<file path="src/rtl/pc_unit_pkg.sv">
// Shared fetch-path definitions: PC defaults and the PC-stage state encoding.
// No logic; consumed by pc_unit, the instruction memory and the next-PC mux.
// Keep defaults here so every fetch-path instance agrees on PC width/reset.
package pc_unit_pkg;

    localparam int          DEF_PC_WIDTH = 32;
    localparam logic [31:0] DEF_RESET_PC = 32'h0000_0000;

    typedef enum logic [1:0] {
        ST_RUN    = 2'd0,
        ST_STEP   = 2'd1,
        ST_HALTED = 2'd2
    } pc_state_e;

    // Instruction fetches are word aligned; any low bit set is a bad target.
    function automatic logic is_misaligned(input logic [1:0] lsb);
        return |lsb;
    endfunction

endpackage

</file>
<file path="src/rtl/pc_unit_sat_counter.sv">
// Saturating up-counter: holds at all-ones instead of wrapping.
// Latency 1 clock from i_inc to o_count; no backpressure.
// Synchronous active-high reset clears the count.
module sat_counter #(
    parameter int WIDTH = 32
) (
    input  logic             i_clock,
    input  logic             i_reset,
    input  logic             i_inc,
    output logic [WIDTH-1:0] o_count
);

    always_ff @(posedge i_clock) begin
        if (i_reset) begin
            o_count <= '0;
        end else if (i_inc && (o_count != {WIDTH{1'b1}})) begin
            o_count <= o_count + 1'b1;
        end
    end

endmodule

</file>
<file path="src/rtl/pc_unit.sv">
// Program-counter register stage with stall, debug single-step and HALT.
// Latency 1 clock from i_next_pc to o_pc; o_pc_plus4 is combinational.
// Stall/halt/step-wait hold the PC and drop o_valid; there is no ready path.
module pc_unit
    import pc_unit_pkg::*;
#(
    parameter int                    PC_WIDTH  = DEF_PC_WIDTH,
    parameter logic [PC_WIDTH-1:0]   RESET_PC  = PC_WIDTH'(DEF_RESET_PC),
    parameter int                    PC_STEP   = 4,
    parameter int                    CNT_WIDTH = 32
) (
    input  logic                 i_clock,
    input  logic                 i_reset,
    input  logic [PC_WIDTH-1:0]  i_next_pc,
    input  logic                 i_stall,
    input  logic                 i_halt,
    input  logic                 i_step_mode,
    input  logic                 i_step,
    output logic [PC_WIDTH-1:0]  o_pc,
    output logic [PC_WIDTH-1:0]  o_pc_plus4,
    output logic                 o_valid,
    output logic                 o_halted,
    output logic                 o_misaligned,
    output logic [CNT_WIDTH-1:0] o_cycle_count,
    output logic [CNT_WIDTH-1:0] o_fetch_count
);

    pc_state_e state;
    logic      step_q;
    logic      step_edge;
    logic      halt_take;
    logic      adv;
    logic      cyc_inc;

    // Halt only commits against a live fetch; it outranks stall and stepping.
    always_comb begin
        step_edge = i_step & ~step_q;
        halt_take = i_halt && (state != ST_HALTED) && o_valid;
        adv       = (state != ST_HALTED) && !i_stall && !i_halt &&
                    ((state == ST_RUN) || step_edge);
        cyc_inc   = (state != ST_HALTED);
    end

    assign o_pc_plus4 = o_pc + PC_WIDTH'(PC_STEP);

    always_ff @(posedge i_clock) begin
        if (i_reset) begin
            state        <= ST_RUN;
            step_q       <= 1'b0;
            o_pc         <= RESET_PC;
            o_valid      <= 1'b0;
            o_halted     <= 1'b0;
            o_misaligned <= 1'b0;
        end else begin
            // Sampled every cycle so an edge seen during a stall is consumed.
            step_q       <= i_step;
            o_valid      <= adv;
            o_misaligned <= adv && is_misaligned(i_next_pc[1:0]);
            if (adv) begin
                o_pc <= {i_next_pc[PC_WIDTH-1:2], 2'b00};
            end
            if (halt_take) begin
                state    <= ST_HALTED;
                o_halted <= 1'b1;
            end else if (state != ST_HALTED) begin
                state <= i_step_mode ? ST_STEP : ST_RUN;
            end
        end
    end

    sat_counter #(.WIDTH(CNT_WIDTH)) u_cycle_cnt (
        .i_clock (i_clock),
        .i_reset (i_reset),
        .i_inc   (cyc_inc),
        .o_count (o_cycle_count)
    );

    sat_counter #(.WIDTH(CNT_WIDTH)) u_fetch_cnt (
        .i_clock (i_clock),
        .i_reset (i_reset),
        .i_inc   (adv),
        .o_count (o_fetch_count)
    );

endmodule

</file>
<file path="config.mk">
export PLATFORM = sky130hd
export DESIGN_NAME = pc_unit
export DESIGN_NICKNAME = d
export VERILOG_FILES = /design/src/rtl/pc_unit_pkg.sv /design/src/rtl/pc_unit_sat_counter.sv /design/src/rtl/pc_unit.sv
export SDC_FILE = /design/constraint.sdc
export NUM_CORES = 1
export LEC_CHECK = 0
export BUFFER_PORTS_ARGS = -buffer_cell sky130_fd_sc_hd__buf_2
export CORE_UTILIZATION = 40
export CTS_BUF_LIST = sky130_fd_sc_hd__clkbuf_8
export CTS_CLUSTER_SIZE = 10
export DETAILED_ROUTE_END_ITERATION = 8
export GPL_ROUTABILITY_DRIVEN = 0
export HOLD_SLACK_MARGIN = 0.12
export PLACE_DENSITY_LB_ADDON = 0.25
export SLEW_MARGIN = 10
export SYNTH_ARGS = -nofsm -noshare
export SYNTH_HDL_FRONTEND = slang
export SYNTH_SLANG_ARGS = --single-unit
</file>
<file path="constraint.sdc">
create_clock -name i_clock -period 2.4 [get_ports i_clock]
set_input_delay 0 -clock i_clock [delete_from_list [all_inputs] [get_ports i_clock]]
set_output_delay 0 -clock i_clock [all_outputs]
set_load 0.005 [all_outputs]
</file>
==> flow_summary.json, run 1 <==
{
  "io_buffers": 164,
  "final_hold_viol_count": 0,
  "die-height_um": 116,
  "path_common_cell": "or3_1",
  "grt_pass1_vias": 5125,
  "yosysUniqueCellTypes": 55,
  "fin_setup_tns_ns": 0,
  "drtAntennaViolNets": 0,
  "final_max_slew_viol_count": 0,
  "design.die.area_um2": 13600,
  "nFillCells": 1215,
  "arrival_ns": 2.55,
  "synth-edff-count": 0,
  "crit_chain": "ha_1, nand2_1, or3_1, buf_4, o41ai_2, or3_1, a21oi_1",
  "period_minus_slack_ns": 2.30,
  "h-tree-depth": 3,
  "area_delta_synth_final_pct": 32.3,
  "power_density_nw_per_um2": 450,
  "grt-ovfl-total": 0,
  "firstDrtPassIters": 5,
  "maxCapViolations": 0,
  "slew_headroom_pct": 59.8,
  "synthFlopType": "dfxtp_1",
  "chipWidth_um": 116,
  "viasPerCell": 5.49,
  "root_buffer": "clkbuf_8",
  "leakage_nw": 2.84,
  "vias": 5674,
  "drc_errors": 0,
  "syn-mean-instance-area_um2": 8.03,
  "postSynthCellCount": 653,
  "cts.sinks": 100,
  "cp-start-kind": "flop",
  "worst_pin_slew_ns": 0.602,
  "rsz0062_at_grt": "yes",
  "synthArstFlopShare_pct": 0,
  "insertion_delay_ns": 0.38,
  "final_nets": 899,
  "finClkSkew_ns": 0.0121,
  "drtIter0Drc": 303,
  "finalCritPeriodShare_pct": 95.9,
  "track_usage_pct": 22.3,
  "ios": 169,
  "fmax_mhz": 434,
  "status": "finished, final reports clean",
  "cts_tree": "done",
  "synth-seq-cells": 100,
  "critPathSlowestCell": "o41ai_2",
  "required_ns": 2.64,
  "dpl.hpwl_mm": 10.8,
  "endpoint_kind": "flop",
  "grt_pass1_wl_mm": 23.9,
  "cts.path.max_buffers": 2,
  "ir_drop_uv": 309,
  "path_clk_slew_ns": 0.09,
  "syn_area_um2": 5240,
  "slowest_delay_ns": 0.55,
  "drt-total-wl_mm": 15.4,
  "drive_gt1_share_pct": 26.9,
  "setup_violations": 0,
  "ys_warn_count": 0,
  "numCtsBuffers": 9,
  "power_w": 0.00312,
  "synth_seq_area_share_pct": 38.2,
  "grt_max_degree": 48,
  "rows": 41,
  "antenna_found_initial": 1,
  "path_class": "reg -> reg",
  "fp.coreArea_um2": 12700,
  "hold_path.class": "in -> reg",
  "worstPathMaxFanout": 6,
  "initial_utilization_pct": 41.2,
  "wl_per_cell_um": 14.9
}
-- metal layers --
layer | vias to the layer above | share of wire (%) | global-route usage, %
met3 | 25 | 5.4 | 7.01
met4 | 0 | 2.1 | 9.40
met1 | 2698 | 43 | 26.5
met5 | - | 0 | 0
li1 | 2786 | - | -
met2 | 165 | 50 | 37.1
-- state kept, by name, summed over array words and instances (netlist names) --
| register | flops |
|---|---|
| o_halted | 1 |
| o_misaligned | 1 |
| u_cycle_cnt.o_count | 32 |
| u_fetch_cnt.o_count | 32 |
| step_q | 1 |
| o_valid | 1 |
| o_pc | 30 |
| state | 2 |
-- cell families after synthesis --
logic type | after synthesis | synth area share [%]
adders and majority gates | 3 | 0.716
other | 1 | 0.0715
muxes | 11 | 2.36
and+or+nand+nor | 318 | 33.1
DFF | 100 | 38.2
AOI/OAI and AO/OA | 143 | 16.6
xor gates and xnor gates | 30 | 5.01
buffers and inverters | 47 | 3.96
-- where the power goes --
group,leakage (nW),internal (W),switching [W],total [W]
sequential,0.811,0.00169,0.0000449,0.00174
combinational,1.92,0.000150,0.000143,0.000293
clock,0.102,0.000523,0.000570,0.00109
-- path summary, 6_finish.rpt --
path,from,to,slack [ns],depth (start not counted)
hold reg to reg,u_fetch_cnt.o_count[14],u_fetch_cnt.o_count[14],0.50,2
setup / recovery,u_fetch_cnt.o_count[0],u_fetch_cnt.o_count[9],0.1,7
hold / removal,i_stall,u_fetch_cnt.o_count[2],0.17,6
setup reg to reg,u_fetch_cnt.o_count[0],u_fetch_cnt.o_count[9],0.1,7
-- layout make-up --
class / count / area (um2) / area share (%)
flip-flops and latches: 100 / 2010 / 28.9
repair buffers: 229 / 1420 / 20.5
multi-input cells: 509 / 3070 / 44.3
inverters: 9 / 33.8 / 0.487
clock inverters: 3 / 38.8 / 0.559
diodes: 1 / 2.50 / 0.0361
clock buffers: 11 / 151 / 2.18
well taps: 172 / 215 / 3.10
-- layout by cell type (no fill, tap or decap), types with 4 or more instances in the layout --
master and n:
and2_1 8, mux2_2 5, xnor2_1 18, nor4b_1 4, nor2b_1 11, a21oi_1 78
o21ai_0 11, or4_1 32, nand4_1 17, inv_1 10, nand2_1 101, and4_1 6
conb_1 4, or3_1 17, clkbuf_8 11, mux2_1 6, dlygate4sd3_1 38, and3_1 12
xor2_1 12, o31ai_1 31, nand3_1 37, nor4_2 4, nor3_1 10, dfxtp_1 97
buf_4 27, buf_2 163, nor4_1 9, nor2_1 29
-- cell usage after synthesis, drive strengths merged, types with 17 or more instances --
master  instances  area [um2]
clkbuf         24        90.1
or4            32         240
nand2         101         379
nor2           30         113
xnor2          18         158
nand4          17         106
dfxtp         100        2000
a21oi          79         395
nand3          37         185
or3            17         106
o31ai          31         233
-- what timing repair did --
action | in CTS | in global routing
setup endpoints to repair | 7 | 12
endpoints found under the hold margin | 57 | 0
hold buffers | 38 | 0
gates resized for setup | 2 | 7
buffers inserted | 0 | 1
pin swaps | 0 | 1
-- through the flow --
step	worst slack (ns)	std cells	cell area (um2)	hold WS, ns	utilization, %
floorplan	0.255	656	5250	0.110	-
global placement	0.263	980	6330	0.213	49.8
detailed placement	0.128	980	6330	0.214	49.8
CTS	0.0107	1032	6910	0.145	54.3
global route	-0.0484	1034	6940	0.213	54.5
finish	0.0976	1034	6940	0.169	54.5
-- critical path, delay by kind of cell, from the launching register on --
family | cells | cell delay (ns)
fa+ha+maj | 1 | 0.22
flops | 1 | 0.42
buf+inv | 1 | 0.20
simple gates | 3 | 0.73
compound gates | 2 | 0.61
No activity file was read; power rests on OpenSTA's default activity.
==> run 2: changes to the inputs <==
--- a/config.mk
+++ b/config.mk
@@ -6,7 +6,9 @@
 export NUM_CORES = 1
 export LEC_CHECK = 0
 export BUFFER_PORTS_ARGS = -buffer_cell sky130_fd_sc_hd__buf_2
-export CORE_UTILIZATION = 40
+export CELL_PAD_IN_SITES_DETAIL_PLACEMENT = 1
+export CELL_PAD_IN_SITES_GLOBAL_PLACEMENT = 2
+export CORE_UTILIZATION = 29
 export CTS_BUF_LIST = sky130_fd_sc_hd__clkbuf_8
 export CTS_CLUSTER_SIZE = 10
 export DETAILED_ROUTE_END_ITERATION = 8
==> run 2 against run 1 <==
  * Setup slack gained 0.052 ns
  * Sequential power is essentially flat
  * Critical endpoint is now u_fetch_cnt.o_count[20]
  * Clock power grew 6%
  * Largest power group unchanged
  * Sequential cell count is the same
  * Sequential share of layout area shrank 0.58 points
  * Die area grew 37%
  * Highest routed layer unchanged
  * Final area grew 2.0%
==> flow_summary.json, run 2 (synthesized netlist as in run 1, its figures left out) <==
{
  "firstDrtPassIters": 5,
  "cp-start-kind": "flop",
  "power_density_nw_per_um2": 452,
  "seqCellArea_um2": 2000,
  "area_delta_synth_final_pct": 34.9,
  "insertion_delay_ns": 0.39,
  "finClkSkew_ns": 0.0134,
  "chipWidth_um": 136,
  "final_nets": 906,
  "status": "finished, final reports clean",
  "design.die.area_um2": 18600,
  "most-common-layout-cells": "163 x buf_2, 101 x nand2_1, 98 x dfxtp_1",
  "die-height_um": 136,
  "numCtsBuffers": 9,
  "vias": 5769,
  "required_ns": 2.68,
  "worstPathMaxFanout": 13,
  "nFillCells": 2164,
  "h-tree-depth": 3,
  "cts.sinks": 100,
  "fin_setup_tns_ns": 0,
  "leakage_nw": 2.86,
  "drtIter0Drc": 205,
  "cts.path.max_buffers": 2,
  "min_path_cells": 2,
  "grt_pass1_wl_mm": 28.7,
  "fp.coreArea_um2": 17500,
  "power_w": 0.00320,
  "maxCapViolations": 0,
  "drive_gt1_share_pct": 28.0,
  "final_max_slew_viol_count": 0,
  "reg2reg_slack_ns": 0.15,
  "arrival_ns": 2.53,
  "multi_input_area_um2": 3090,
  "grt_pass1_vias": 5849,
  "period_minus_slack_ns": 2.25,
  "viasPerCell": 5.26,
  "path_clk_slew_ns": 0.10,
  "cts_tree": "done",
  "layout.cells.most_common": "buf_2",
  "reg_top3": "u_cycle_cnt.o_count (32), u_fetch_cnt.o_count (32), o_pc (30)",
  "drtAntennaViolNets": 0,
  "cp-startpoint": "state[0]",
  "ios": 169,
  "holdPathEnd": "u_fetch_cnt.o_count[14]",
  "rows": 48,
  "ir_drop_uv": 244,
  "grt-ovfl-total": 0,
  "hold_ws_ns": 0.174,
  "r2r-end": "u_fetch_cnt.o_count[20]",
  "fmax_mhz": 444,
  "initial_utilization_pct": 30.0,
  "grt_max_degree": 67,
  "final_hold_viol_count": 0,
  "endpoint_kind": "flop",
  "hold_start": "i_reset",
  "io_buffers": 164,
  "placedInstanceArea_um2": 6480,
  "path_class": "reg -> reg",
  "drt-total-wl_mm": 18.4,
  "dpl.hpwl_mm": 13.5,
  "setup_violations": 0,
  "slew_headroom_pct": 49.7,
  "antenna_found_initial": 1,
  "track_usage_pct": 19.5,
  "reg2reg_from": "state[0]",
  "drc_errors": 0,
  "fin_area_um2": 7070,
  "postCtsSetupBuffers": 0,
  "r2r_cells": 5,
  "finalCritPeriodShare_pct": 93.8,
  "worst_pin_slew_ns": 0.755,
  "root_buffer": "clkbuf_8",
  "hold_path.class": "in -> reg",
  "post-route-util_pct": 40.5,
  "wl_per_cell_um": 16.8
}
[run 2: per-layer routing]
layer / track usage [%] / vias to the layer above / share of wire, %
li1: - / 2797 / -
met4: 6.54 / 0 / 1.3
met2: 36.1 / 105 / 52
met5: 0 / - / 0
met1: 22.3 / 2851 / 44
met3: 3.58 / 16 / 3.4
[run 2: metrics by stage]
stage	cells	setup slack, ns
floorplan	656	0.255
global placement	1044	0.238
detailed placement	1044	0.0985
CTS	1095	0.0585
global route	1096	-0.00277
finish	1096	0.149
[run 2: final cells by class]
class | count | area share [%]
multi-input combinational | 509 | 43.6
clock buffer | 11 | 2.14
inverter | 9 | 0.478
sequential | 100 | 28.3
clock inverter | 5 | 0.725
antenna | 1 | 0.0354
timing repair buffer | 236 | 20.7
tap | 225 | 3.98
[run 2: worst max path at each step]
stage	to	depth (start not counted)
6_report	u_fetch_cnt.o_count[20]	5
2_1_floorplan	u_cycle_cnt.o_count[29]	7
4_1_cts	o_pc_plus4[26]	8
3_5_place_dp	u_fetch_cnt.o_count[23]	6
3_3_place_gp	u_fetch_cnt.o_count[27]	6
5_1_grt	o_pc_plus4[22]	8
[run 2: where the power goes]
part           internal (W)  switching (W)  total (W)
registers           0.00169      0.0000414    0.00173
clock network      0.000533       0.000618    0.00115
logic              0.000154       0.000157   0.000311
[run 2: repair_timing]
| action | CTS | global route |
|---|---|---|
| gates resized for setup | 2 | 7 |
| hold buffers | 35 | 0 |
| hold endpoints to repair | 35 | 0 |
| endpoints found under the setup margin | 6 | 9 |
| gates cloned | 0 | 0 |
[run 2: critical path, stage by stage, from the launching register on]
cell and delay (ns):
dfxtp_1 0.37, nand3b_1 0.24, a2111o_1 0.49, or2_4 0.32
nor4_1 0.36, mux2_1 0.36
==> run 3: changes to the inputs <==
--- a/config.mk
+++ b/config.mk
@@ -8,6 +8,7 @@
 export BUFFER_PORTS_ARGS = -buffer_cell sky130_fd_sc_hd__buf_2
 export CELL_PAD_IN_SITES_DETAIL_PLACEMENT = 1
 export CELL_PAD_IN_SITES_GLOBAL_PLACEMENT = 2
+export CORE_MARGIN = 10
 export CORE_UTILIZATION = 29
 export CTS_BUF_LIST = sky130_fd_sc_hd__clkbuf_8
 export CTS_CLUSTER_SIZE = 10
==> run 3 against run 2 <==
  * Power rose by 0.97%
  * Maximum frequency is 1.6% lower
  * Critical path type unchanged
  * Critical endpoint is now u_fetch_cnt.o_count[22]
  * Non-clock buffer count fell by 3
  * Critical path depth unchanged
  * Clock-buffer cell count stayed put
  * Register-to-register slack worse by 0.04 ns
  * Highest routed layer unchanged
  * Setup slack lost 0.036 ns
==> flow_summary.json, run 3 (synthesized netlist as in run 1, its figures left out) <==
{
  "most-common-layout-cells": "163 x buf_2, 101 x nand2_1, 98 x dfxtp_1",
  "ir_drop_uv": 313,
  "firstDrtPassIters": 4,
  "fmax_mhz": 437,
  "period_minus_slack_ns": 2.29,
  "final_hold_viol_count": 0,
  "status": "finished, final reports clean",
  "drive_gt1_share_pct": 27.4,
  "vias": 5739,
  "h-tree-depth": 3,
  "hold_path.class": "in -> reg",
  "io_buffers": 164,
  "wl_per_cell_um": 18.0,
  "die-height_um": 154,
  "endpoint_kind": "flop",
  "finalCritPeriodShare_pct": 95.3,
  "maxCapViolations": 0,
  "cts_tree": "done",
  "power_frac_comb_pct": 9.6,
  "path_class": "reg -> reg",
  "cp-start-kind": "flop",
  "postCtsSetupBuffers": 0,
  "crit_buf_inv": 0,
  "drc_errors": 0,
  "slew_headroom_pct": 56.4,
  "fin_area_um2": 7070,
  "antenna_found_initial": 2,
  "slowest_delay_ns": 0.52,
  "grt_pass1_wl_mm": 32.0,
  "final_nets": 903,
  "critPathSlowestCell": "a2111o_1",
  "initial_utilization_pct": 29.3,
  "drtAntennaViolNets": 0,
  "drtIter0Drc": 208,
  "viasPerCell": 5.23,
  "layout.cells.most_common": "buf_2",
  "multi_input_area_um2": 3090,
  "drt-total-wl_mm": 19.8,
  "arrival_ns": 2.56,
  "chipWidth_um": 154,
  "path_delay_family": "simple AND/OR/NAND/NOR gates",
  "design.die.area_um2": 23900,
  "rows": 49,
  "cts.path.max_buffers": 2,
  "p_sw_w": 0.000839,
  "track_usage_pct": 15.9,
  "cts.sinks": 100,
  "grt_max_degree": 39,
  "p_int_w": 0.00239,
  "power_w": 0.00323,
  "worstPathMaxFanout": 13,
  "worst_pin_slew_ns": 0.653,
  "root_buffer": "clkbuf_8",
  "seqCellArea_um2": 2000,
  "path_clk_slew_ns": 0.11,
  "rsz0062_at_grt": "yes",
  "area_delta_synth_final_pct": 34.8,
  "crit_chain": "nand3b_1, a2111o_1, or2_4, nor4_1, mux2_1",
  "pwr-share-seq_pct": 53.8,
  "numCtsBuffers": 9,
  "leakage_nw": 2.84,
  "finClkSkew_ns": 0.0184,
  "reg_top3": "u_cycle_cnt.o_count (32), u_fetch_cnt.o_count (32), o_pc (30)",
  "dpl.hpwl_mm": 14.8,
  "nFillCells": 2245,
  "pwr-share-clk_pct": 36.5,
  "grt-ovfl-total": 0,
  "swShare_pct": 26.0,
  "placedInstanceArea_um2": 6450,
  "required_ns": 2.67,
  "fp.coreArea_um2": 17900,
  "power_density_nw_per_um2": 457,
  "ios": 169,
  "setup_violations": 0,
  "insertion_delay_ns": 0.38,
  "grt_pass1_vias": 6091,
  "final_max_slew_viol_count": 0
}
run 3: cell count changes in the layout (fill, tap and decap cells not counted), moves of 2 or more:
cell / before / now
inv_6: 0 / 2
dlygate4sd3_1: 35 / 37
nor3_1: 9 / 11
buf_4: 37 / 32
nor3_2: 3 / 1
clkinv_2: 2 / 0
run 3: final timing paths:
path	start	end	slack [ns]	cells past startpoint
hold / removal	i_stall	u_fetch_cnt.o_count[5]	0.19	6
setup reg to reg	state[0]	u_fetch_cnt.o_count[22]	0.11	5
setup / recovery	state[0]	u_fetch_cnt.o_count[22]	0.11	5
hold reg to reg	o_halted	o_halted	0.47	2
run 3: per-stage QoR:
stage          worst slack, ns  TNS [ns]  instances  utilization (%)  hold WS (ns)
3_5_place_dp             0.168         0       1043             36.0         0.202
6_report                 0.114         0       1097             39.5         0.189
3_3_place_gp             0.201         0       1043             36.0         0.197
5_1_grt               -0.00791   -0.0108       1097             39.5         0.229
4_1_cts                 0.0574         0       1095             39.2         0.163
2_1_floorplan            0.255         0        656                -         0.110
run 3: routing by layer:
metal / up-vias / track usage (%) / routed length, um
li1: 2793 / - / -
met1: 2817 / 17.9 / 8250
met2: 104 / 29.0 / 10400
met3: 25 / 3.49 / 824
met4: 0 / 5.26 / 327
met5: - / 0 / 0
run 3: final cells by class:
cell class / instances / share of cell area, %
multi-input combinational: 509 / 43.7
sequential: 100 / 28.4
timing repair buffer: 233 / 20.5
tap: 229 / 4.05
clock buffer: 11 / 2.14
clock inverter: 4 / 0.779
inverter: 9 / 0.478
antenna: 2 / 0.0708
run 3: power by group through the flow:
| stage | Combinational [W] | Sequential [W] | Clock [W] |
|---|---|---|---|
| 5_1_grt | 0.000343 | 0.00175 | 0.00129 |
| 3_3_place_gp | 0.000261 | 0.00177 | 0 |
| 6_report | 0.000311 | 0.00174 | 0.00118 |
| 4_1_cts | 0.000315 | 0.00174 | 0.00124 |
| 2_1_floorplan | 0.000126 | 0.00177 | 0 |
| 3_5_place_dp | 0.000266 | 0.00178 | 0 |
run 3: repair_timing:
item,CTS,global route
gates resized for setup,0,7
hold endpoints to repair,58,0
setup endpoints to repair,0,10
hold buffers,37,0
run 3: tightest hold or removal path, stage by stage:
cell       delay [ns]
buf_2            0.07
or2_2            0.18
a2111oi_4        0.06
o41ai_4          0.08
xor2_1           0.06
nor2_1           0.08
